File: src/rtl/lsu_pkg.sv
// Shared constants, state encoding and request legality check for the MEM-stage
// load/store controller.
package lsu_pkg;

  localparam logic [2:0] F3_B    = 3'b000;
  localparam logic [2:0] F3_H    = 3'b001;
  localparam logic [2:0] F3_W    = 3'b010;
  localparam logic [2:0] F3_BU   = 3'b100;
  localparam logic [2:0] F3_HU   = 3'b101;
  localparam logic [2:0] NB_WORD = 3'b010;

  typedef enum logic [1:0] {
    ST_IDLE  = 2'b00,
    ST_READ  = 2'b01,
    ST_WRITE = 2'b10,
    ST_DONE  = 2'b11
  } lsu_state_e;

  // Encoding and alignment error; the range check needs MEM_WORDS and lives in the top.
  function automatic logic lsu_fmt_err(input logic wr, input logic [2:0] f3,
                                       input logic [1:0] lo);
    logic e;
    case (f3)
      F3_B:    e = 1'b0;
      F3_H:    e = lo[0];
      F3_W:    e = (lo != 2'b00);
      F3_BU:   e = wr;
      F3_HU:   e = wr | lo[0];
      default: e = 1'b1;
    endcase
    return e;
  endfunction

endpackage

File: src/rtl/lsu_ctrl_if.sv
// Pipeline request/response and data-memory signals of lsu_ctrl.
// slave = the controller, master = its environment (pipeline plus memory).
interface lsu_ctrl_if #(parameter int ADDR_W = 32);
  logic              req_valid;
  logic              req_ready;
  logic              req_wr;
  logic [2:0]        req_funct3;
  logic [ADDR_W-1:0] req_addr;
  logic [31:0]       req_wdata;
  logic              resp_valid;
  logic [31:0]       resp_rdata;
  logic              resp_err;
  logic              mem_rd;
  logic              mem_wr;
  logic [2:0]        mem_nb;
  logic [31:0]       mem_addr;
  logic [31:0]       mem_wdata;
  logic [31:0]       mem_rdata;

  modport slave (
    input  req_valid, req_wr, req_funct3, req_addr, req_wdata, mem_rdata,
    output req_ready, resp_valid, resp_rdata, resp_err,
           mem_rd, mem_wr, mem_nb, mem_addr, mem_wdata
  );

  modport master (
    output req_valid, req_wr, req_funct3, req_addr, req_wdata, mem_rdata,
    input  req_ready, resp_valid, resp_rdata, resp_err,
           mem_rd, mem_wr, mem_nb, mem_addr, mem_wdata
  );
endinterface

File: src/rtl/lsu_lane_align.sv
// Byte/half lane handling: extended load value and read-modify-write merged word.
module lsu_lane_align
  import lsu_pkg::*;
(
  input  logic [31:0] i_word,
  input  logic [1:0]  i_lane,
  input  logic [2:0]  i_funct3,
  input  logic [31:0] i_wdata,
  output logic [31:0] o_load,
  output logic [31:0] o_merge
);

  logic [7:0]  w_byte;
  logic [15:0] w_half;
  logic [31:0] w_mb;
  logic [31:0] w_mh;

  // Lane selection, merging and extension per access size.
  always_comb begin
    w_byte  = 8'h00;
    w_mb    = i_word;
    o_load  = 32'h0000_0000;
    o_merge = i_word;
    case (i_lane)
      2'd0: begin w_byte = i_word[7:0];   w_mb[7:0]   = i_wdata[7:0]; end
      2'd1: begin w_byte = i_word[15:8];  w_mb[15:8]  = i_wdata[7:0]; end
      2'd2: begin w_byte = i_word[23:16]; w_mb[23:16] = i_wdata[7:0]; end
      2'd3: begin w_byte = i_word[31:24]; w_mb[31:24] = i_wdata[7:0]; end
      default: begin w_byte = 8'h00; w_mb = i_word; end
    endcase
    if (i_lane[1]) begin
      w_half = i_word[31:16];
      w_mh   = {i_wdata[15:0], i_word[15:0]};
    end else begin
      w_half = i_word[15:0];
      w_mh   = {i_word[31:16], i_wdata[15:0]};
    end
    case (i_funct3)
      F3_B:    begin o_load = {{24{w_byte[7]}}, w_byte};  o_merge = w_mb;    end
      F3_H:    begin o_load = {{16{w_half[15]}}, w_half}; o_merge = w_mh;    end
      F3_W:    begin o_load = i_word;                     o_merge = i_wdata; end
      F3_BU:   begin o_load = {24'h000000, w_byte};       o_merge = i_word;  end
      F3_HU:   begin o_load = {16'h0000, w_half};         o_merge = i_word;  end
      default: begin o_load = 32'h0000_0000;              o_merge = i_word;  end
    endcase
  end

endmodule

File: src/rtl/lsu_ctrl.sv
// MEM-stage load/store controller: word-wide memory accesses, sub-word loads
// with extension, read-modify-write for sb/sh, one-cycle response pulse.
module lsu_ctrl
  import lsu_pkg::*;
#(
  parameter int MEM_WORDS = 101,
  parameter int ADDR_W    = 32
) (
  input  logic       clk,
  input  logic       rst,
  lsu_ctrl_if.slave  bus
);

  lsu_state_e        r_state;
  logic [1:0]        r_lane;
  logic [2:0]        r_funct3;
  logic              r_wr;
  logic [31:0]       r_wdata;
  logic              r_mem_rd;
  logic              r_mem_wr;
  logic [31:0]       r_mem_addr;
  logic [31:0]       r_mem_wdata;
  logic              r_resp_valid;
  logic              r_resp_err;
  logic [31:0]       r_resp_rdata;

  logic [ADDR_W-1:0] w_word_idx;
  logic              w_err;
  logic [31:0]       w_load;
  logic [31:0]       w_merge;

  assign w_word_idx = bus.req_addr >> 2;
  assign w_err      = lsu_fmt_err(bus.req_wr, bus.req_funct3, bus.req_addr[1:0]) |
                      (w_word_idx >= ADDR_W'(MEM_WORDS));

  lsu_lane_align u_align (
    .i_word   (bus.mem_rdata),
    .i_lane   (r_lane),
    .i_funct3 (r_funct3),
    .i_wdata  (r_wdata),
    .o_load   (w_load),
    .o_merge  (w_merge)
  );

  assign bus.req_ready  = (r_state == ST_IDLE) & ~rst;
  assign bus.resp_valid = r_resp_valid;
  assign bus.resp_err   = r_resp_err;
  assign bus.resp_rdata = r_resp_rdata;
  assign bus.mem_rd     = r_mem_rd;
  assign bus.mem_wr     = r_mem_wr;
  assign bus.mem_nb     = NB_WORD;
  assign bus.mem_addr   = r_mem_addr;
  assign bus.mem_wdata  = r_mem_wdata;

  // Request FSM with strobes and response registered alongside the state.
  always_ff @(posedge clk) begin
    if (rst) begin
      r_state      <= ST_IDLE;
      r_lane       <= 2'b00;
      r_funct3     <= 3'b000;
      r_wr         <= 1'b0;
      r_wdata      <= 32'h0000_0000;
      r_mem_rd     <= 1'b0;
      r_mem_wr     <= 1'b0;
      r_mem_addr   <= 32'h0000_0000;
      r_mem_wdata  <= 32'h0000_0000;
      r_resp_valid <= 1'b0;
      r_resp_err   <= 1'b0;
      r_resp_rdata <= 32'h0000_0000;
    end else begin
      case (r_state)
        ST_IDLE: begin
          r_resp_valid <= 1'b0;
          r_resp_err   <= 1'b0;
          r_resp_rdata <= 32'h0000_0000;
          if (bus.req_valid) begin
            r_lane   <= bus.req_addr[1:0];
            r_funct3 <= bus.req_funct3;
            r_wr     <= bus.req_wr;
            r_wdata  <= bus.req_wdata;
            if (w_err) begin
              r_state      <= ST_DONE;
              r_resp_valid <= 1'b1;
              r_resp_err   <= 1'b1;
            end else begin
              r_mem_addr <= 32'(w_word_idx);
              // Only a full-word store skips the read; sb/sh need the old word.
              if (bus.req_wr && (bus.req_funct3 == F3_W)) begin
                r_state     <= ST_WRITE;
                r_mem_wr    <= 1'b1;
                r_mem_wdata <= bus.req_wdata;
              end else begin
                r_state  <= ST_READ;
                r_mem_rd <= 1'b1;
              end
            end
          end else begin
            r_state <= ST_IDLE;
          end
        end
        ST_READ: begin
          r_mem_rd <= 1'b0;
          if (r_wr) begin
            r_state     <= ST_WRITE;
            r_mem_wr    <= 1'b1;
            r_mem_wdata <= w_merge;
          end else begin
            r_state      <= ST_DONE;
            r_resp_valid <= 1'b1;
            r_resp_rdata <= w_load;
          end
        end
        ST_WRITE: begin
          r_mem_wr     <= 1'b0;
          r_state      <= ST_DONE;
          r_resp_valid <= 1'b1;
        end
        ST_DONE: begin
          r_state      <= ST_IDLE;
          r_resp_valid <= 1'b0;
          r_resp_err   <= 1'b0;
          r_resp_rdata <= 32'h0000_0000;
        end
        default: begin
          r_state  <= ST_IDLE;
          r_mem_rd <= 1'b0;
          r_mem_wr <= 1'b0;
        end
      endcase
    end
  end

endmodule

File: src/flat_wrapper.sv
// flat-port wrapper written by rule: the top's interface ports become plain ports
module lsu_ctrl_flat import lsu_pkg::*;
#(
  parameter int MEM_WORDS = 101,
  parameter int ADDR_W    = 32
)
  (clk, rst, bus_req_valid, bus_req_wr, bus_req_funct3, bus_req_addr, bus_req_wdata, bus_mem_rdata, bus_req_ready, bus_resp_valid, bus_resp_rdata, bus_resp_err, bus_mem_rd, bus_mem_wr, bus_mem_nb, bus_mem_addr, bus_mem_wdata);
  lsu_ctrl_if #(.ADDR_W(ADDR_W)) bus_i ();
  input  logic clk;
  input  logic rst;
  input wire logic [$bits(bus_i.req_valid)-1:0] bus_req_valid;
  input wire logic [$bits(bus_i.req_wr)-1:0] bus_req_wr;
  input wire logic [$bits(bus_i.req_funct3)-1:0] bus_req_funct3;
  input wire logic [$bits(bus_i.req_addr)-1:0] bus_req_addr;
  input wire logic [$bits(bus_i.req_wdata)-1:0] bus_req_wdata;
  input wire logic [$bits(bus_i.mem_rdata)-1:0] bus_mem_rdata;
  output wire logic [$bits(bus_i.req_ready)-1:0] bus_req_ready;
  output wire logic [$bits(bus_i.resp_valid)-1:0] bus_resp_valid;
  output wire logic [$bits(bus_i.resp_rdata)-1:0] bus_resp_rdata;
  output wire logic [$bits(bus_i.resp_err)-1:0] bus_resp_err;
  output wire logic [$bits(bus_i.mem_rd)-1:0] bus_mem_rd;
  output wire logic [$bits(bus_i.mem_wr)-1:0] bus_mem_wr;
  output wire logic [$bits(bus_i.mem_nb)-1:0] bus_mem_nb;
  output wire logic [$bits(bus_i.mem_addr)-1:0] bus_mem_addr;
  output wire logic [$bits(bus_i.mem_wdata)-1:0] bus_mem_wdata;
  assign bus_i.req_valid = bus_req_valid;
  assign bus_i.req_wr = bus_req_wr;
  assign bus_i.req_funct3 = bus_req_funct3;
  assign bus_i.req_addr = bus_req_addr;
  assign bus_i.req_wdata = bus_req_wdata;
  assign bus_i.mem_rdata = bus_mem_rdata;
  assign bus_req_ready = bus_i.req_ready;
  assign bus_resp_valid = bus_i.resp_valid;
  assign bus_resp_rdata = bus_i.resp_rdata;
  assign bus_resp_err = bus_i.resp_err;
  assign bus_mem_rd = bus_i.mem_rd;
  assign bus_mem_wr = bus_i.mem_wr;
  assign bus_mem_nb = bus_i.mem_nb;
  assign bus_mem_addr = bus_i.mem_addr;
  assign bus_mem_wdata = bus_i.mem_wdata;
  lsu_ctrl #(.MEM_WORDS(MEM_WORDS), .ADDR_W(ADDR_W)) u_core (.clk(clk), .rst(rst), .bus(bus_i));
endmodule
File: config.mk
export PLATFORM = sky130hd
export DESIGN_NAME = lsu_ctrl_flat
export DESIGN_NICKNAME = d
export VERILOG_FILES = /design/src/rtl/lsu_pkg.sv /design/src/rtl/lsu_ctrl_if.sv /design/src/rtl/lsu_lane_align.sv /design/src/rtl/lsu_ctrl.sv /design/src/flat_wrapper.sv
export SDC_FILE = /design/constraint.sdc
export NUM_CORES = 1
export LEC_CHECK = 0
export ABC_AREA = 1
export CORE_UTILIZATION = 25
export DETAILED_ROUTE_END_ITERATION = 16
export GPL_TIMING_DRIVEN = 1
export PLACE_DENSITY = 0.57
export REMOVE_ABC_BUFFERS = 1
export SLEW_MARGIN = 10
export SYNTH_ARGS = -nofsm -noshare
export SYNTH_HDL_FRONTEND = slang
export SYNTH_SLANG_ARGS = --single-unit
File: constraint.sdc
create_clock -name clk -period 5.3 [get_ports clk]
set_input_delay 1.325 -clock clk [delete_from_list [all_inputs] [get_ports clk]]
set_output_delay 1.325 -clock clk [all_outputs]
set_load 0.1 [all_outputs]
==> qor.txt, run 1 <==
WL/cell: 15.9 um
Post-layout util: 34.9%
Ant diodes: 0
Fmax: 300 MHz
CP Data Arrival Time: 2.01 ns
CTS Buf Count: 17
Critical path class: reg -> out
Unrepaired setup endpoints after global routing: false
Worst hold-check path type: reg -> reg
Rows: 63
Slew headroom: 30.8%
Vias in the first global route: 7289
DR iter-0 viols: 448
Max Cap Viol: 0
Critical Path RT: 3.97 ns
Synth area leaders: dfxtp_1 (37%), nand2_1 (15%), nor2_1 (8.9%), a21oi_1 (6.3%), o21ai_0 (5.5%)
Synth cell types: 43
Commonest non-fill, non-tap cell in the layout: nand2_1
Mapped Cells: 1153
Grt total ovfl: 0
Sum Neg Setup Slack: 0 ns
Slowest CP cell: clkdlybuf4s50_1
Die W: 175 um
Initial Utilization: 25.4%
CP peak stage delay: 1.16 ns
Hold slack: 0.455 ns
Cell Area, Synth: 7500 um2
Area post-placement: 9710 um2
Post-CTS sizing: 0
Least-Margin Pin Slew: 1.04 ns
Core area: 29600 um2
Clk pin slew, worst setup/hold paths: 0.06 ns
Largest net degree at the start of global routing: 69
FILL cells: 3196
DRT Pass-1 Iters: 4
CTS root buffer: clkbuf_16
Via count: 7949
Worst setup EP type: output pin
Reg area: 2760 um2
Design Area, Final: 10300 um2
Area of the multi-input gates: 3990 um2
Top cell type's share of synthesized area: 36.8%
Critical path fanouts, max: 2
Top Ports: 207
CTS sink cnt: 138
CTS tree: built
H-tree depth: 4
Fin. max-slew vios: 0
Yosys reg bits: 138
Critical-path cell list: clkdlybuf4s50_1
DRC: 0
Startpoint types: flop
Port bufs: 201
Post CTS Setup Buffer Count: 0
Final #Nets: 1422
Outcome: finished, final reports clean
Remaining antenna violation count: 0
Initial antenna violation count: 6
Clk buf depth: 2
Worst-Skew Late Latency: 0.44 ns
Layout cells sized above 1: 8.66%
DP HPWL: 19500 um
Die area: 30700 um2
Pwr Density: 372 nW/um2
Drt via density: 4.63
Total GRT Usage: 17.7%
Top cell type by total area after synthesis: dfxtp_1
Most frequent cells in the layout: nand2_1 (292), clkdlybuf4s50_1 (199), nor2_1 (176)
Skew final: 0.0102 ns
Hold Buf Count CTS: 0
Die Y: 175 um
Gpl congestion: 0.876
First-pass GRT wire length: 41800 um
Number of buffer and inverter stages on the critical path: 1
Area grow syn2layout: 37.3%
Syn_area_per_cell: 6.51 um2
Tmin final: 3.33 ns
Pleak: 4.17 nW
Final period utilization: 62.9%
Cell Count, Final, Fillers Out: 1718
Final setup fails: 0
Post-placement cell count: 1686
Peak VDD IR: 184 uV
CP delay by family, top: buffers and inverters
WL final: 27300 um
Sequential area share after synthesis: 36.8%
Ys Warns: 0
Final Hold Vio Count: 0
[state kept, by name (all words and copies together), names as in the netlist]
| signal | cells |
|---|---|
| u_core.bus.mem_rd | 1 |
| u_core.r_wdata | 32 |
| u_core.bus.resp_rdata | 32 |
| u_core.r_funct3 | 3 |
| u_core.bus.resp_valid | 1 |
| u_core.r_lane | 2 |
| u_core.r_wr | 1 |
| u_core.bus.mem_addr | 30 |
| u_core.r_state | 2 |
| u_core.bus.mem_wr | 1 |
| u_core.bus.resp_err | 1 |
| u_core.bus.mem_wdata | 32 |
[worst register-to-register path, delay by kind of cell (launching register included)]
family / cells / cell delay (ns)
AOI/OAI and AO/OA: 1 / 0.29
and+or+nand+nor: 4 / 0.73
adders and majority gates: 1 / 0.20
DFF: 1 / 0.33
buffers and inverters: 3 / 0.84
[report_power, final]
| group | total (mW) | switching [mW] | internal [mW] |
|---|---|---|---|
| registers | 1.19 | 0.0636 | 1.13 |
| clock network | 1.22 | 0.520 | 0.703 |
| logic | 1.42 | 1.03 | 0.384 |
| total | 3.83 | 1.62 | 2.22 |
[cell type report]
cell class	count	area share, %
Clock buffer	18	4.16
Clock inverter	14	1.58
Inverter	112	4.10
Multi-Input combinational cell	839	38.7
Sequential cell	138	26.8
Tap cell	390	4.74
Timing Repair Buffer	207	19.9
[synthesized netlist by cell type, drive strengths merged]
cell type and n:
nand2 308, nor2 186, dfxtp 138, inv 110
a21oi 106, o21ai 103, nand3 43, buf 37
clkbuf 30, nor3b 23, o211ai 17, a31oi 9
nand4 9, or2 9, nor3 7, ha 4
o22ai 3, a22oi 2, and2 2, clkinv 2
conb 2, a21o 1, o21a 1, o221ai 1
[cells by family after synthesis]
kind of cell / Yosys count / share of synthesized area, %
buf+inv: 179 / 10.4
flops: 138 / 36.8
other cells: 2 / 0.100
compound gates: 243 / 18.6
fa+ha+maj: 4 / 0.667
simple gates: 587 / 33.4
[path summary, 6_finish.rpt]
kind,slack (ns),start,to,cells past startpoint
setup / recovery,1.97,u_core.bus.resp_rdata[7]$_SDFFE_PP0P_,bus_resp_rdata[7],1
hold / removal,0.45,u_core.r_wdata[20]$_SDFFE_PP0P_,u_core.r_wdata[20]$_SDFFE_PP0P_,2
setup reg to reg,2.84,u_core.r_state[1]$_SDFF_PP0_,u_core.bus.mem_wdata[22]$_SDFFE_PP0P_,9
hold reg to reg,0.45,u_core.r_wdata[20]$_SDFFE_PP0P_,u_core.r_wdata[20]$_SDFFE_PP0P_,2
[per-layer routing]
metal  wire length, um  GRT usage, %
met5                52             0
met4               397          5.11
met3              2590          6.20
met2             12400          28.2
met1             11900          22.4
[through the flow]
stage	setup slack [ns]	power [mW]
finish	1.97	3.83
global route	1.94	4.03
CTS	1.96	3.86
detailed placement	1.81	2.63
global placement	1.86	2.62
floorplan	1.40	2.18
No activity file was read; power rests on OpenSTA's default activity.
==> run 2: changes to the inputs <==
--- a/config.mk
+++ b/config.mk
@@ -9,7 +9,7 @@
 export CORE_UTILIZATION = 25
 export DETAILED_ROUTE_END_ITERATION = 16
 export GPL_TIMING_DRIVEN = 1
-export PLACE_DENSITY = 0.57
+export PLACE_DENSITY = 0.59
 export REMOVE_ABC_BUFFERS = 1
 export SLEW_MARGIN = 10
 export SYNTH_ARGS = -nofsm -noshare
==> constraint.sdc (replaced) <==
create_clock -name clk -period 2.67 [get_ports clk]
set_input_delay 0.6675 -clock clk [delete_from_list [all_inputs] [get_ports clk]]
set_output_delay 0.6675 -clock clk [all_outputs]
set_load 0.1 [all_outputs]
==> run 2 against run 1 <==
  * Core utilization shrank 0.28 points
  * Worst hold slack barely moved
  * Clock skew down 0.00055 ns
  * Non-clock buffer count up 16
  * Sequential power rose by 100%
  * Wire length fell by 0.71%
  * Die area is the same
  * Critical path depth is 4 higher
  * Sequential cell count stayed put
  * Critical endpoint is now bus_req_ready
  * Largest cell class unchanged
==> qor.txt, run 2 (synthesis gave the netlist of run 1 again) <==
Fmax: 415 MHz
Final period utilization: 90.3%
CTS Buf Count: 17
CTS sink cnt: 138
Power share of the combinational group: 37.1%
Total GRT Usage: 17.6%
Worst-Skew Late Latency: 0.43 ns
DRT Pass-1 Iters: 5
Critical Path Stages: 5
Gpl congestion: 0.873
CP Data Arrival Time: 1.74 ns
Initial Utilization: 25.4%
Pwr Density: 748 nW/um2
Clk buf depth: 2
Sum Neg Setup Slack: 0 ns
Final #Nets: 1438
Top Ports: 207
Pint: 4.53 mW
Critical-path cell list: inv_1 -> ha_1 -> inv_1 -> nor2_1 -> buf_12
Sw Ratio: 40.8%
Dpl ws: 0.140 ns
Layout cells sized above 1: 16.9%
Final setup fails: 0
Number of buffer and inverter stages on the critical path: 3
Power Total: 7.65 mW
Final Hold Vio Count: 0
First-pass GRT wire length: 41900 um
Area post-placement: 9630 um2
Core area: 29600 um2
Hold Buf Count CTS: 0
Via count: 8148
Least-Margin Pin Slew: 0.610 ns
Clock power share: 31.8%
CTS tree: built
Setup ws final: 0.260 ns
Most frequent cells in the layout: nand2_1 (292), nor2_1 (177), dfxtp_1 (138)
Die area: 30700 um2
Skew final: 0.00964 ns
Critical Path Most Common Cell: inv_1
Ant diodes: 0
DP HPWL: 20200 um
DRC: 0
CP delay by family, top: buffers and inverters
Slowest CP cell: dfxtp_1
Post CTS Setup Buffer Count: 0
H-tree depth: 4
Post-layout util: 34.6%
Commonest non-fill, non-tap cell in the layout: nand2_1
Vias in the first global route: 7810
Critical path class: reg -> out
CP peak stage delay: 0.32 ns
FILL cells: 3189
Worst r2r src: u_core.r_funct3[1]$_SDFFE_PP0P_
Reg2reg end: u_core.bus.mem_wdata[4]$_SDFFE_PP0P_
Peak VDD IR: 355 uV
Critical path fanouts, max: 6
Startpoint types: flop
Crit path launch: u_core.r_state[1]$_SDFF_PP0_
Sw Pwr: 3.12 mW
Max Cap Viol: 0
Slew headroom: 59.4%
Critical Path RT: 2.00 ns
Fin. max-slew vios: 0
Die Y: 175 um
Sequential Power Share: 31.1%
Port bufs: 201
Area grow syn2layout: 36.3%
Remaining antenna violation count: 0
WL final: 27100 um
Outcome: finished, final reports clean
Worst setup EP type: output pin
Largest net degree at the start of global routing: 67
Initial antenna violation count: 1
Design Area, Final: 10200 um2
DR iter-0 viols: 551
Pleak: 4.48 nW
Cell Count, Final, Fillers Out: 1734
Clk pin slew, worst setup/hold paths: 0.06 ns
Grt total ovfl: 0
Hold slack: 0.454 ns
Drt via density: 4.70
Post-placement cell count: 1702
CTS root buffer: clkbuf_16
Rows: 63
CP Capture Point: bus_req_ready
WL/cell: 15.6 um
Tmin final: 2.41 ns
Setup slack, reg-to-reg: 0.61 ns
Die W: 175 um
Worst hold-check path type: reg -> reg
Unrepaired setup endpoints after global routing: false
Worst r2r path cells: 9
Post-CTS sizing: 0
run 2: power by group through the flow:
stage	Combinational, mW	Sequential [mW]	Clock [mW]
after global routing	3.08	2.40	2.58
after CTS	2.84	2.38	2.47
after global placement	2.81	2.42	0
final	2.84	2.38	2.43
after detailed placement	2.84	2.42	0
after floorplan	1.25	3.07	0
run 2: area by class of cell:
cell class | instances | area, um2 | share of cell area [%]
clock buffers | 20 | 447 | 4.37
repair buffers | 223 | 1970 | 19.3
well taps | 390 | 488 | 4.77
multi-input cells | 839 | 3980 | 38.9
clock inverters | 12 | 149 | 1.46
inverters | 112 | 423 | 4.14
flip-flops and latches | 138 | 2760 | 27.0
run 2: how the worst min path moves through the flow:
stage	startpoint	endpoint	slack, ns	cells past startpoint
global route	u_core.r_wdata[22]$_SDFFE_PP0P_	u_core.r_wdata[22]$_SDFFE_PP0P_	0.48	2
floorplan	u_core.r_wdata[17]$_SDFFE_PP0P_	u_core.r_wdata[17]$_SDFFE_PP0P_	0.43	2
detailed placement	u_core.r_wdata[18]$_SDFFE_PP0P_	u_core.r_wdata[18]$_SDFFE_PP0P_	0.45	2
CTS	u_core.r_wdata[18]$_SDFFE_PP0P_	u_core.r_wdata[18]$_SDFFE_PP0P_	0.46	2
finish	u_core.r_wdata[18]$_SDFFE_PP0P_	u_core.r_wdata[18]$_SDFFE_PP0P_	0.45	2
global placement	u_core.r_wdata[17]$_SDFFE_PP0P_	u_core.r_wdata[17]$_SDFFE_PP0P_	0.43	2
run 2: layer usage:
layer / up-vias / global-route usage, % / routed length, um
li1: 4035 / - / -
met1: 3785 / 22.9 / 11900
met2: 296 / 28.7 / 12700
met3: 30 / 4.59 / 2130
met4: 2 / 4.35 / 373
met5: - / 0 / 11
run 2: worst reg2reg max path, delay by kind of cell (launching register included):
| family | cells | cell delay, ns |
|---|---|---|
| AO/OA/AOI/OAI | 3 | 0.83 |
| AND/OR/NAND/NOR | 4 | 0.44 |
| buffers and inverters | 2 | 0.41 |
| flip-flops | 1 | 0.33 |
